## config.mk

```make
export PLATFORM = sky130hd
export DESIGN_NAME = pipe_stage_buf
export DESIGN_NICKNAME = d
export VERILOG_FILES = /design/src/rtl/pipe_stage_buf.sv
export SDC_FILE = /design/constraint.sdc
export NUM_CORES = 1
export LEC_CHECK = 0
export CORE_UTILIZATION = 41
export DETAILED_ROUTE_END_ITERATION = 7
export GPL_TIMING_DRIVEN = 0
export PLACE_DENSITY = 0.75
export RECOVER_POWER = 25
export SETUP_SLACK_MARGIN = 0.02
export SYNTH_ARGS = -nofsm -noshare
export SYNTH_HDL_FRONTEND = slang
export SYNTH_SLANG_ARGS = --single-unit
```

## constraint.sdc

```tcl
create_clock -name clk -period 1.86 [get_ports clk]
set_clock_uncertainty 0.1 [all_clocks]
set_input_delay 0.372 -clock clk [delete_from_list [all_inputs] [get_ports clk]]
set_output_delay 0.372 -clock clk [all_outputs]
set_load 0.01 [all_outputs]
```

## src/rtl/pipe_stage_buf.sv

```systemverilog
// Inter-stage pipeline register with valid/ready handshake, 2-entry skid buffer,
// hazard stall/flush (bubble insertion) and a selectable capture edge.
module pipe_stage_buf #(
  parameter int unsigned           DATA_WIDTH = 32,
  parameter logic [DATA_WIDTH-1:0] NOP_VALUE  = '0,
  parameter bit                    NEG_EDGE   = 1'b0
) (
  input  logic                  clk,
  input  logic                  rst,
  input  logic                  stall,
  input  logic                  flush,
  input  logic                  in_valid,
  output logic                  in_ready,
  input  logic [DATA_WIDTH-1:0] in_data,
  output logic                  out_valid,
  input  logic                  out_ready,
  output logic [DATA_WIDTH-1:0] out_data,
  output logic [1:0]            occupancy
);

  // Encoding doubles as the entry count, so occupancy is just the state register.
  typedef enum logic [1:0] {
    EMPTY = 2'd0,
    ONE   = 2'd1,
    TWO   = 2'd2
  } state_e;

  state_e                state_q, state_d;
  logic [DATA_WIDTH-1:0] main_q, main_d;
  logic [DATA_WIDTH-1:0] skid_q, skid_d;
  logic                  push, pop;

  assign in_ready  = (state_q != TWO) && !stall && !flush;
  assign out_valid = (state_q != EMPTY) && !stall && !flush;
  assign push      = in_valid && in_ready;
  assign pop       = out_valid && out_ready;
  assign out_data  = main_q;
  assign occupancy = logic'(state_q[1]) ? 2'd2 : {1'b0, state_q[0]};

  // Stall needs no branch of its own: it forces push and pop low, so everything holds.
  always_comb begin
    state_d = state_q;
    main_d  = main_q;
    skid_d  = skid_q;
    if (flush) begin
      state_d = EMPTY;
      main_d  = NOP_VALUE;
      skid_d  = NOP_VALUE;
    end else begin
      case (state_q)
        EMPTY: begin
          if (push) begin
            state_d = ONE;
            main_d  = in_data;
          end
        end
        ONE: begin
          if (push && !pop) begin
            state_d = TWO;
            skid_d  = in_data;
          end else if (pop && !push) begin
            state_d = EMPTY;
            main_d  = NOP_VALUE;
          end else if (push && pop) begin
            main_d  = in_data;
          end
        end
        TWO: begin
          if (pop) begin
            state_d = ONE;
            main_d  = skid_q;
            skid_d  = NOP_VALUE;
          end
        end
        default: begin
          state_d = EMPTY;
          main_d  = NOP_VALUE;
          skid_d  = NOP_VALUE;
        end
      endcase
    end
  end

  generate
    if (NEG_EDGE) begin : g_neg_edge
      always_ff @(negedge clk or negedge rst) begin
        if (!rst) begin
          state_q <= EMPTY;
          main_q  <= NOP_VALUE;
          skid_q  <= NOP_VALUE;
        end else begin
          state_q <= state_d;
          main_q  <= main_d;
          skid_q  <= skid_d;
        end
      end
    end else begin : g_pos_edge
      always_ff @(posedge clk or negedge rst) begin
        if (!rst) begin
          state_q <= EMPTY;
          main_q  <= NOP_VALUE;
          skid_q  <= NOP_VALUE;
        end else begin
          state_q <= state_d;
          main_q  <= main_d;
          skid_q  <= skid_d;
        end
      end
    end
  endgenerate

endmodule

```

### Word level (Yosys, flattened, before mapping)

Cells that the tools add are included.

* register bits: 66
* input bits: 38
* word-level logic and storage cells: 49

* equal/unequal tests: 10
* muxes and demuxes: 18
* reduce and logical (&&, ||, !) cells: 18

Operator list (number)
* $mux 32: 9
* $pmux 32 s3: 2
* $mux 2: 6
* $ne 3x3->1 const B: 4
* $logic_and 1x1->1: 9
* $ne 4x4->1 const B: 2
* $pmux 2 s3: 1
* $reduce_and 3->1: 2
* $logic_not 1->1: 4
* $ne 2x2->1 const B: 2
* $reduce_and 4->1: 1
* $eq 2x1->1 const B: 1
* $eq 2x2->1 const B: 1
* $logic_not 2->1: 1
* $reduce_bool 2->1: 1

### Longest topological paths before layout

Gate-level depths: netlist (run 1).

* depth in word-level cells: 10
* depth in mapped cells: 7

### Least setup slack after synthesis (run 1)

No wires, ideal clock.

* kind: input -> register
* start: input flush
* end: register main_q[0] (netlist: out_data[0])
* arrival time: 1560 ps
* data required time: 1635 ps
* path slack: 75 ps
* stages: 7
* path buffers: 4
* cell sequence: buf_6 > or2_1 > buf_4 > o2bb2a_4 > buf_6 > buf_12 > mux2_4

* word-level cells in the longest chain between the ends: 9

Ends and longest elaborated chain
* start, declared: line 11 `input logic flush,`
* $logic_not 1->1: line 33, 34
* $logic_and 1x1->1: line 33 `assign in_ready = (state_q != TWO) && !stall && !flush;`
* $logic_and 1x1->1: line 35 `assign push = in_valid && in_ready;`
* $logic_not 1->1: line 61 `end else if (pop && !push) begin`
* $logic_and 1x1->1: line 61
* $mux 32: line 61
* $mux 32: line 58 `if (push && !pop) begin`
* $pmux 32 s3: line 50 `case (state_q)`
* $mux 32: line 45 `if (flush) begin`
* end signal, assigned: line 105 `main_q <= main_d;`
* end, declared: line 29 `logic [DATA_WIDTH-1:0] main_q, main_d;`

Parallel ways exist; a longest one is shown, timed or not. The select of a mux whose other input is x is not followed.
A chain may end at the register's enable or synchronous reset.

### Worst setup path after layout (run 1)

* start: register state_q[1]
* end: output in_ready

* word-level cells in the longest chain between the ends: 3

Ends and longest elaborated chain
* start, declared: line 28 `state_e state_q, state_d;`
* start signal, assigned: line 104 `state_q <= state_d;`
* $ne 2x2->1: line 33
* $logic_and 1x1->1 (2 in series): line 33
* end, declared: line 13 `output logic in_ready,`

Every way passes these cells.

==> results.ini, run 1 <==
[worst_hold_path]
hold_start=flush
hold_depth=2
hold_class=input port to flop
hold_end=state_q[0]

[cts]
hold_buffers=0
cts_root_buf=clkbuf_8
cts_buffers=9
cts_tree=yes
clock_latency_ns=0.35
htree_levels=3
cts_buffer_depth=2
clock_sink_count=66
clk_pin_slew_ns=0.07

[placement]
hpwlAfterDp_mm=5.32
placed_cell_area_um2=4390
place_ws_ns=-0.411
dpl.cell_count=488
numPortBuffers=71
routabilityCongestion=0.741

[detailed_routing]
drc_errors=0
drt-vias-per-instance=5.31
drt_first_pass_iters=4
routedWlPerCell_um=16.7
topRoutingLayerUsed=met4
totalWireLength_mm=8.81
wl_met2_mm=4.22
first_iter_violations=118
vias=2805
ant_nets=0
wl_met3_um=387
wl_met1_mm=4.03

[floorplan]
row_count=33
io_pins=74
die_area_um2=9030
fp.dieH_um=95.0
core-area_um2=8300
die_w_um=95.0
initial_core_util_pct=42.7

[worst_setup_path]
cp.arrival_ns=1.47
crit_type=flop to primary output
reg2reg_from=state_q[1]
critPathRequiredTime_ns=1.39
regToRegSetupSlack_ns=-0.03
setup.worst_path.end_class=primary output
r2r_cells=8
timing.rr.end=out_data[10]
crit_path_max_fanout=3
start_kind=flop

[timing]
drv_slew=67
setup_viol_count_final=28
period_needed_ns=1.94
setup_slack_ns=-0.0783
fmax_mhz=516
tightest_slew_ns=1.68
relSlewSlack_pct=-12.0
hold_violations=0
finalCritPeriodShare_pct=104
rsz0062_at_grt=true

[synth]
yosys_warnings=0
ys_types=29
synth_top_area_share_pct=46.6
synth_area_um2=3550
syn_inst=312
avgSynthCellArea_um2=11.4
synthTopCellsByArea=dfrtp_1 (47%), mux2_4 (13%), mux2i_1 (9.3%)
ys_ff_latch=66
ys_seq_area_share_pct=46.6
syn-num-nets=350
yosys.area.top_type=dfrtp_1

[cells_and_area]
final_cell_mix=clkdlybuf4s50_1 (65), dfrtp_1 (65), inv_1 (32), mux2i_1 (32), o2bb2ai_1 (32)
layout-drive-gt1-share_pct=27.4
num_antenna_cells=0
area_growth_pct=41.5
fin_cells=528
design_area_um2=5020
final_core_util_pct=60.5
final_nets=456

[power]
p_total_uw=3850
leakagePower_uw=0.00211
vdd_ir_drop_max_mv=0.388
power_density_nw_per_um2=767

[global_routing]
grt_first_pass_wirelength_mm=14.0
grt_max_degree=67
grt_usage_pct=20.5
grt_pass1_vias=2862
antenna_found_initial=0
overflow=0

[run_status]
outcome=complete, but fails checks
violations=max-capacitance violations, max-slew violations, negative setup slack

[flow_run]
maxCapViolCount=1

worst max path at each step:
stage / to / startpoint / slack (ns)
global route: in_ready / state_q[1] / -0.15
finish: in_ready / state_q[1] / -0.08
floorplan: out_data[0] / flush / 0.08
CTS: in_ready / state_q[1] / -0.14
global placement: out_data[0] / rst / -1.88
detailed placement: in_ready / state_q[1] / -0.41
final cells by class:
class                   count  area, µm²
fillers                   702       3280
multi-input cells         186       1640
repair buffers             97       1000
plain buffers              26        280
inverters                  32        120
clock buffers               9        124
clock inverters             7       70.1
well taps                 105        131
flip-flops and latches     66       1650
layer usage:
| layer | track usage (%) | up-vias |
|---|---|---|
| met3 | 4.39 | 16 |
| met2 | 32.6 | 83 |
| met4 | 9.22 | 0 |
| li1 | - | 1319 |
| met1 | 26.8 | 1387 |
| met5 | 0 | - |
through the flow:
step           hold WS (ns)  setup TNS, ns
6_report              0.141         -0.633
5_1_grt               0.148          -2.59
4_1_cts              0.0585          -1.93
3_5_place_dp          0.392         -22.78
3_3_place_gp          0.391        -143.37
2_1_floorplan       -0.0236              0
report_power, final:
part	leakage (µW)	internal (µW)	switching (µW)	total [µW]
Clock	0.0000990	616	606	1220
Sequential	0.000883	1560	76.9	1640
Combinational	0.00113	595	390	986
Total	0.00211	2780	1070	3850
flip-flops by register name (all words and copies together) (netlist names):
signal and cells:
skid_q 32, state_q 2, out_data 32
worst max-delay path, stage by stage, from the launching register on:
cell     delay (ns)
dfrtp_1        0.40
buf_6          0.13
buf_8          0.12
buf_12         0.11
nor2b_4        0.12
nor3_2         0.09
buf_2          0.15
cell usage after synthesis (all sizes together):
cell and count:
dfrtp 66, mux2i 33, nand3 33, o21ai 33, inv 32, mux2 32
o2bb2ai 32, buf 19, clkbuf 9, nor2 5, a21oi 3, nor3 3
nor2b 2, a22oi 1, a32oi 1, nand2 1, nand2b 1, nand3b 1
nand4bb 1, nor3b 1, o21a 1, o2bb2a 1, or2 1
logic make-up (layout without fill, tap and decap cells):
kind of cell           Yosys count  count (layout)  share of synthesized area (%)
AOI/OAI and AO/OA               72              72                           14.3
DFF                             66              66                           46.6
muxes                           65              65                           22.6
buffers and inverters           60             171                           8.92
and+or+nand+nor                 49              49                           7.62
what timing repair did:
action | 4_1_cts | 5_1_grt
buffers inserted | 13 | 10
resized for setup | 38 | 55
pin swaps | 3 | 11
setup endpoints to repair | 61 | 68
gates cloned | 3 | 1
(Power assumes the default switching activity.)
==> run 2: changes to the inputs <==
--- a/config.mk
+++ b/config.mk
@@ -5,6 +5,7 @@
 export SDC_FILE = /design/constraint.sdc
 export NUM_CORES = 1
 export LEC_CHECK = 0
+export CORE_ASPECT_RATIO = 1.2
 export CORE_UTILIZATION = 41
 export DETAILED_ROUTE_END_ITERATION = 7
 export GPL_TIMING_DRIVEN = 0
==> results.ini, run 2 (synthesized netlist as in run 1, its figures left out) <==
[run_status]
outcome=complete, but fails checks
violations=negative setup slack

[worst_setup_path]
slowest_stage=dfrtp_1
critPathBufInv=4  ; unchanged
reg2reg_from=state_q[1]
critPathRequiredTime_ns=1.39  ; about the same
crit_path_max_fanout=3  ; unchanged
slowest_delay_ns=0.39  ; about the same
crit_top_cell=buf_12
cp.arrival_ns=1.48  ; about the same
cp-startpoint=state_q[1]
setup.worst_path.end_class=primary output
cp_cell_sequence=buf_6, buf_12, buf_12, nor2b_4, nor3_2, buf_2
crit_type=flop to primary output
start_kind=flop
cp_top_family=buffers and inverters

[timing]
relSlewSlack_pct=0.375  ; +12 points
setup_viol_count_final=3  ; -89%
holdWs_ns=0.143  ; +0.00192 ns
period_needed_ns=1.96  ; +0.0168 ns
setup_slack_ns=-0.0951  ; -0.0168 ns
finalCritPeriodShare_pct=105  ; +0.90 points
fmax_mhz=511  ; -0.86%
tightest_slew_ns=1.49  ; -0.186 ns
hold_violations=0  ; unchanged
setup_tns_ns=-0.104  ; +0.529 ns
drv_slew=0  ; -100%
rsz0062_at_grt=true

[floorplan]
row_count=36  ; +9.1%
die_area_um2=9030  ; about the same
initial_core_util_pct=43.0  ; +0.29 points
die_w_um=86.9  ; -8.5%
fp.dieH_um=104  ; +9.3%
io_pins=74  ; unchanged
core-area_um2=8240  ; -0.68%

[cts]
htree_levels=3  ; unchanged
clock_latency_ns=0.34  ; about the same
hold_buffers=0  ; unchanged
clk_pin_slew_ns=0.07  ; about the same
clock_sink_count=66  ; unchanged
cts_buffer_depth=2  ; unchanged
cts_buffers=9  ; unchanged
cts_tree=yes
cts_root_buf=clkbuf_8

[detailed_routing]
drt-vias-per-instance=5.12  ; -3.7%
ant_nets=0  ; unchanged
drt_first_pass_iters=4  ; unchanged
vias=2691  ; -4.1%
drc_errors=0  ; unchanged
first_iter_violations=85  ; -28%
totalWireLength_mm=8.49  ; -3.6%
routedWlPerCell_um=16.1  ; -3.3%

[global_routing]
overflow=0  ; unchanged
antenna_found_initial=0  ; unchanged
grt_pass1_vias=2739  ; -4.3%
grt_first_pass_wirelength_mm=13.7  ; -1.6%
grt_usage_pct=19.9  ; -0.57 points
grt_max_degree=67  ; unchanged

[power]
clock_power_share_pct=31.7  ; about the same
p_int_uw=2780  ; +0.17%
vdd_ir_drop_max_mv=0.399  ; +2.6%
p_switching_uw=1010  ; -5.7%
leakagePower_uw=0.00204  ; -3.2%
p_seq_share_pct=43.1  ; +0.5 points
swShare_pct=26.7  ; -1.2 points
p_comb_share_pct=25.1  ; -0.5 points
power_density_nw_per_um2=775  ; +1.1%

[worst_hold_path]
hold_class=input port to flop
hold_start=flush

[cells_and_area]
final_cell_mix=clkdlybuf4s50_1 (65), dfrtp_1 (65), mux2i_1 (33)
area_growth_pct=37.9
layout-drive-gt1-share_pct=24.3  ; -3.2 points
final_nets=446  ; -2.2%
num_antenna_cells=0  ; unchanged
fin_cells=526  ; -0.38%

[placement]
dpl.cell_count=497  ; +1.8%
hpwlAfterDp_mm=5.26  ; -1.1%
routabilityCongestion=0.801  ; +8.1%
numPortBuffers=71  ; unchanged

[flow_run]
maxCapViolCount=0  ; -1

[run 2: area by class of cell]
class,count,area [µm²]
buffer,27,288
clock buffer,10,138
clock inverter,5,55.1
sequential,66,1650
inverter,32,120
timing repair buffer,85,860
multi-input combinational,187,1640
tap,114,143
fill,689,3350
[run 2: timing repair]
action / in CTS / in global routing
pin swaps: 3 / 2
gates resized for setup: 30 / 37
setup endpoints to repair: 60 / 66
setup buffers: 9 / 2
cloned: 1 / 3
[run 2: power groups by stage]
stage	sequential (µW)	clock [µW]	combinational (µW)
after floorplan	1710	0	404
after global placement	1660	0	857
after detailed placement	1660	0	872
after CTS	1640	1220	897
after global routing	1650	1290	1020
final	1640	1200	954
[run 2: worst paths after layout]
check | cells past startpoint | end | slack (ns)
worst max register to register | 8 | out_data[14] | 0.01
min in group asynchronous | 1 | state_q[1] | 0.28
worst min register to register | 1 | out_data[25] | 0.41
worst min-delay path | 2 | state_q[0] | 0.14
worst max-delay path | 6 | in_ready | -0.1
max in group asynchronous | 1 | state_q[0] | 0.39
[run 2: metrics by stage]
stage / power [µW] / area, µm² / util (%) / setup slack (ns)
after global routing: 3970 / 4890 / 59.4 / -0.172
after floorplan: 2110 / 3550 / - / 0.0752
after detailed placement: 2540 / 4400 / 53.4 / -0.420
after CTS: 3750 / 4710 / 57.1 / -0.192
after global placement: 2520 / 4400 / 53.4 / -1.91
final: 3790 / 4890 / 59.4 / -0.0951
[run 2: per-layer routing]
metal	GRT usage, %	part of all wire [%]	wire length (µm)
met1	25.6	45	3820
met2	31.3	49	4180
met3	4.92	4.1	350
met4	9.17	1.6	140
met5	0	0	0
==> run 3: changes to the inputs <==
--- a/config.mk
+++ b/config.mk
@@ -9,7 +9,7 @@
 export CORE_UTILIZATION = 41
 export DETAILED_ROUTE_END_ITERATION = 7
 export GPL_TIMING_DRIVEN = 0
-export PLACE_DENSITY = 0.75
+export PLACE_DENSITY = 0.76
 export RECOVER_POWER = 25
 export SETUP_SLACK_MARGIN = 0.02
 export SYNTH_ARGS = -nofsm -noshare
==> constraint.sdc (replaced) <==
create_clock -name clk -period 1.86 [get_ports clk]
set_clock_uncertainty 0.1 [all_clocks]
set_input_delay 0.372 -clock clk [delete_from_list [all_inputs] [get_ports clk]]
set_output_delay 0.372 -clock clk [all_outputs]
set_load 0.005 [all_outputs]
==> results.ini, run 3 (synthesized netlist as in run 1, its figures left out) <==
[run_status]
outcome=complete, but fails checks
violations=negative setup slack

[cts]
hold_buffers=0  ; unchanged
clock_sink_count=66  ; unchanged
htree_levels=3  ; unchanged
cts_buffers=9  ; unchanged
clock_latency_ns=0.34  ; about the same
cts_buffer_depth=2  ; unchanged
cts_tree=yes
cts_root_buf=clkbuf_8
clk_pin_slew_ns=0.07  ; about the same

[floorplan]
initial_core_util_pct=43.0  ; unchanged
fp.dieH_um=104  ; unchanged
die_w_um=86.9  ; unchanged
core-area_um2=8240  ; unchanged
die_area_um2=9030  ; unchanged
row_count=36  ; unchanged
io_pins=74  ; unchanged

[detailed_routing]
vias=2750  ; +2.2%
drt-vias-per-instance=5.15  ; +0.66%
drt_first_pass_iters=4  ; unchanged
drc_errors=0  ; unchanged
first_iter_violations=97  ; +14%
routedWlPerCell_um=15.6  ; -3.6%
ant_nets=0  ; unchanged
totalWireLength_mm=8.31  ; -2.2%

[timing]
finalCritPeriodShare_pct=103  ; -2.6 points
drv_slew=0  ; unchanged
rsz0062_at_grt=true
setup_viol_count_final=26  ; +23
setup_slack_ns=-0.0473  ; +0.0478 ns
holdWs_ns=0.145  ; +0.00160 ns
fmax_mhz=524  ; +2.5%
tightest_slew_ns=1.48  ; -0.0139 ns
period_needed_ns=1.91  ; -0.0478 ns
relSlewSlack_pct=1.30  ; +0.93 points
hold_violations=0  ; unchanged

[global_routing]
grt_pass1_vias=2784  ; +1.6%
grt_first_pass_wirelength_mm=13.7  ; -0.55%
antenna_found_initial=0  ; unchanged
grt_max_degree=67  ; unchanged
grt_usage_pct=19.6  ; -0.31 points
overflow=0  ; unchanged

[worst_setup_path]
critPathRequiredTime_ns=1.99  ; +0.60 ns
r2r_cells=8  ; unchanged
crit_path_max_fanout=5  ; +2
regToRegSetupSlack_ns=-0.05  ; -0.06 ns
timing.rr.end=out_data[19]
reg2reg_from=state_q[1]
cp.arrival_ns=2.03  ; +0.55 ns
crit_type=flop to flop
start_kind=flop
setup.worst_path.end_class=flop

[cells_and_area]
num_antenna_cells=0  ; unchanged
layout-drive-gt1-share_pct=25.7  ; +1.4 points
final_nets=453  ; +1.6%
final_core_util_pct=60.2  ; +0.90 points
final_common_cell=clkdlybuf4s50_1
area_growth_pct=40.0
fin_cells=534  ; +1.5%
final_cell_mix=clkdlybuf4s50_1 (66), dfrtp_1 (65), mux2i_1 (33)

[power]
p_seq_share_pct=42.8  ; -0.3 points
vdd_ir_drop_max_mv=0.359  ; -10%
p_switching_uw=969  ; -4.3%
power_density_nw_per_um2=771  ; -0.58%
leakagePower_uw=0.00207  ; +1.6%
swShare_pct=25.3  ; -1.4 points
p_comb_share_pct=24.7  ; -0.4 points
p_int_uw=2860  ; +2.8%
clock_power_share_pct=32.5  ; +0.8 points

[placement]
numPortBuffers=71  ; unchanged
routabilityCongestion=0.802  ; about the same
dpl.cell_count=497  ; unchanged
hpwlAfterDp_mm=5.12  ; -2.7%

[worst_hold_path]
hold_end=state_q[0]
hold_class=input port to flop
hold_start=flush
hold_depth=2  ; unchanged

[flow_run]
maxCapViolCount=0  ; unchanged

-- run 3: cell type report --
type	instances	area, µm²
Sequential cell	66	1650
Buffer	27	264
Tap cell	114	143
Timing Repair Buffer	93	963
Fill cell	691	3280
Clock buffer	12	155
Inverter	32	120
Multi-Input combinational cell	186	1620
Clock inverter	4	50.0
-- run 3: how the worst max path moves through the flow --
stage / slack, ns / end / depth (start not counted) / start
2_1_floorplan: 0.08 / out_data[0] / 7 / flush
3_3_place_gp: -1.91 / out_data[1] / 1 / rst
3_5_place_dp: -0.39 / out_data[7] / 6 / out_ready
4_1_cts: -0.11 / in_ready / 6 / state_q[1]
5_1_grt: -0.09 / out_data[19] / 8 / state_q[1]
6_report: -0.05 / out_data[19] / 8 / state_q[1]
-- run 3: power by group through the flow --
stage | sequential, µW | clock [µW] | combinational, µW
after floorplan | 1660 | 0 | 403
after CTS | 1640 | 1270 | 937
after global routing | 1650 | 1330 | 1010
after detailed placement | 1670 | 0 | 823
final | 1640 | 1250 | 944
after global placement | 1660 | 0 | 811
-- run 3: routing by layer --
layer / GRT usage [%] / part of all wire (%) / vias up / routed length, µm
li1: - / - / 1313 / -
met3: 3.81 / 4.9 / 14 / 406
met1: 26.1 / 45 / 1346 / 3710
met2: 31.2 / 48 / 77 / 4020
met4: 7.74 / 2.0 / 0 / 164
met5: 0 / 0 / - / 0
-- run 3: timing repair --
action | in CTS | in global routing
resized for setup | 42 | 13
cloned | 3 | 0
setup endpoints to repair | 61 | 62
pin swaps | 3 | 2
buffers inserted | 17 | 2
-- run 3: worst max-delay path, stage by stage, from the launching register on --
cell and delay, ns:
dfrtp_1 0.39, buf_6 0.13, nor2_1 0.16, a22oi_2 0.09
o2bb2a_4 0.24, buf_12 0.13, buf_12 0.13, buf_12 0.13
mux2_4 0.29
-- run 3: stage by stage --
| stage | TNS (ns) | area [µm²] | setup WS (ns) | total power, µW |
|---|---|---|---|---|
| 2_1_floorplan | 0 | 3550 | 0.0752 | 2070 |
| 3_3_place_gp | -145.45 | 4400 | -1.91 | 2470 |
| 3_5_place_dp | -22.57 | 4400 | -0.391 | 2490 |
| 4_1_cts | -1.13 | 4930 | -0.105 | 3850 |
| 5_1_grt | -1.89 | 4970 | -0.0909 | 4000 |
| 6_report | -0.938 | 4970 | -0.0473 | 3830 |
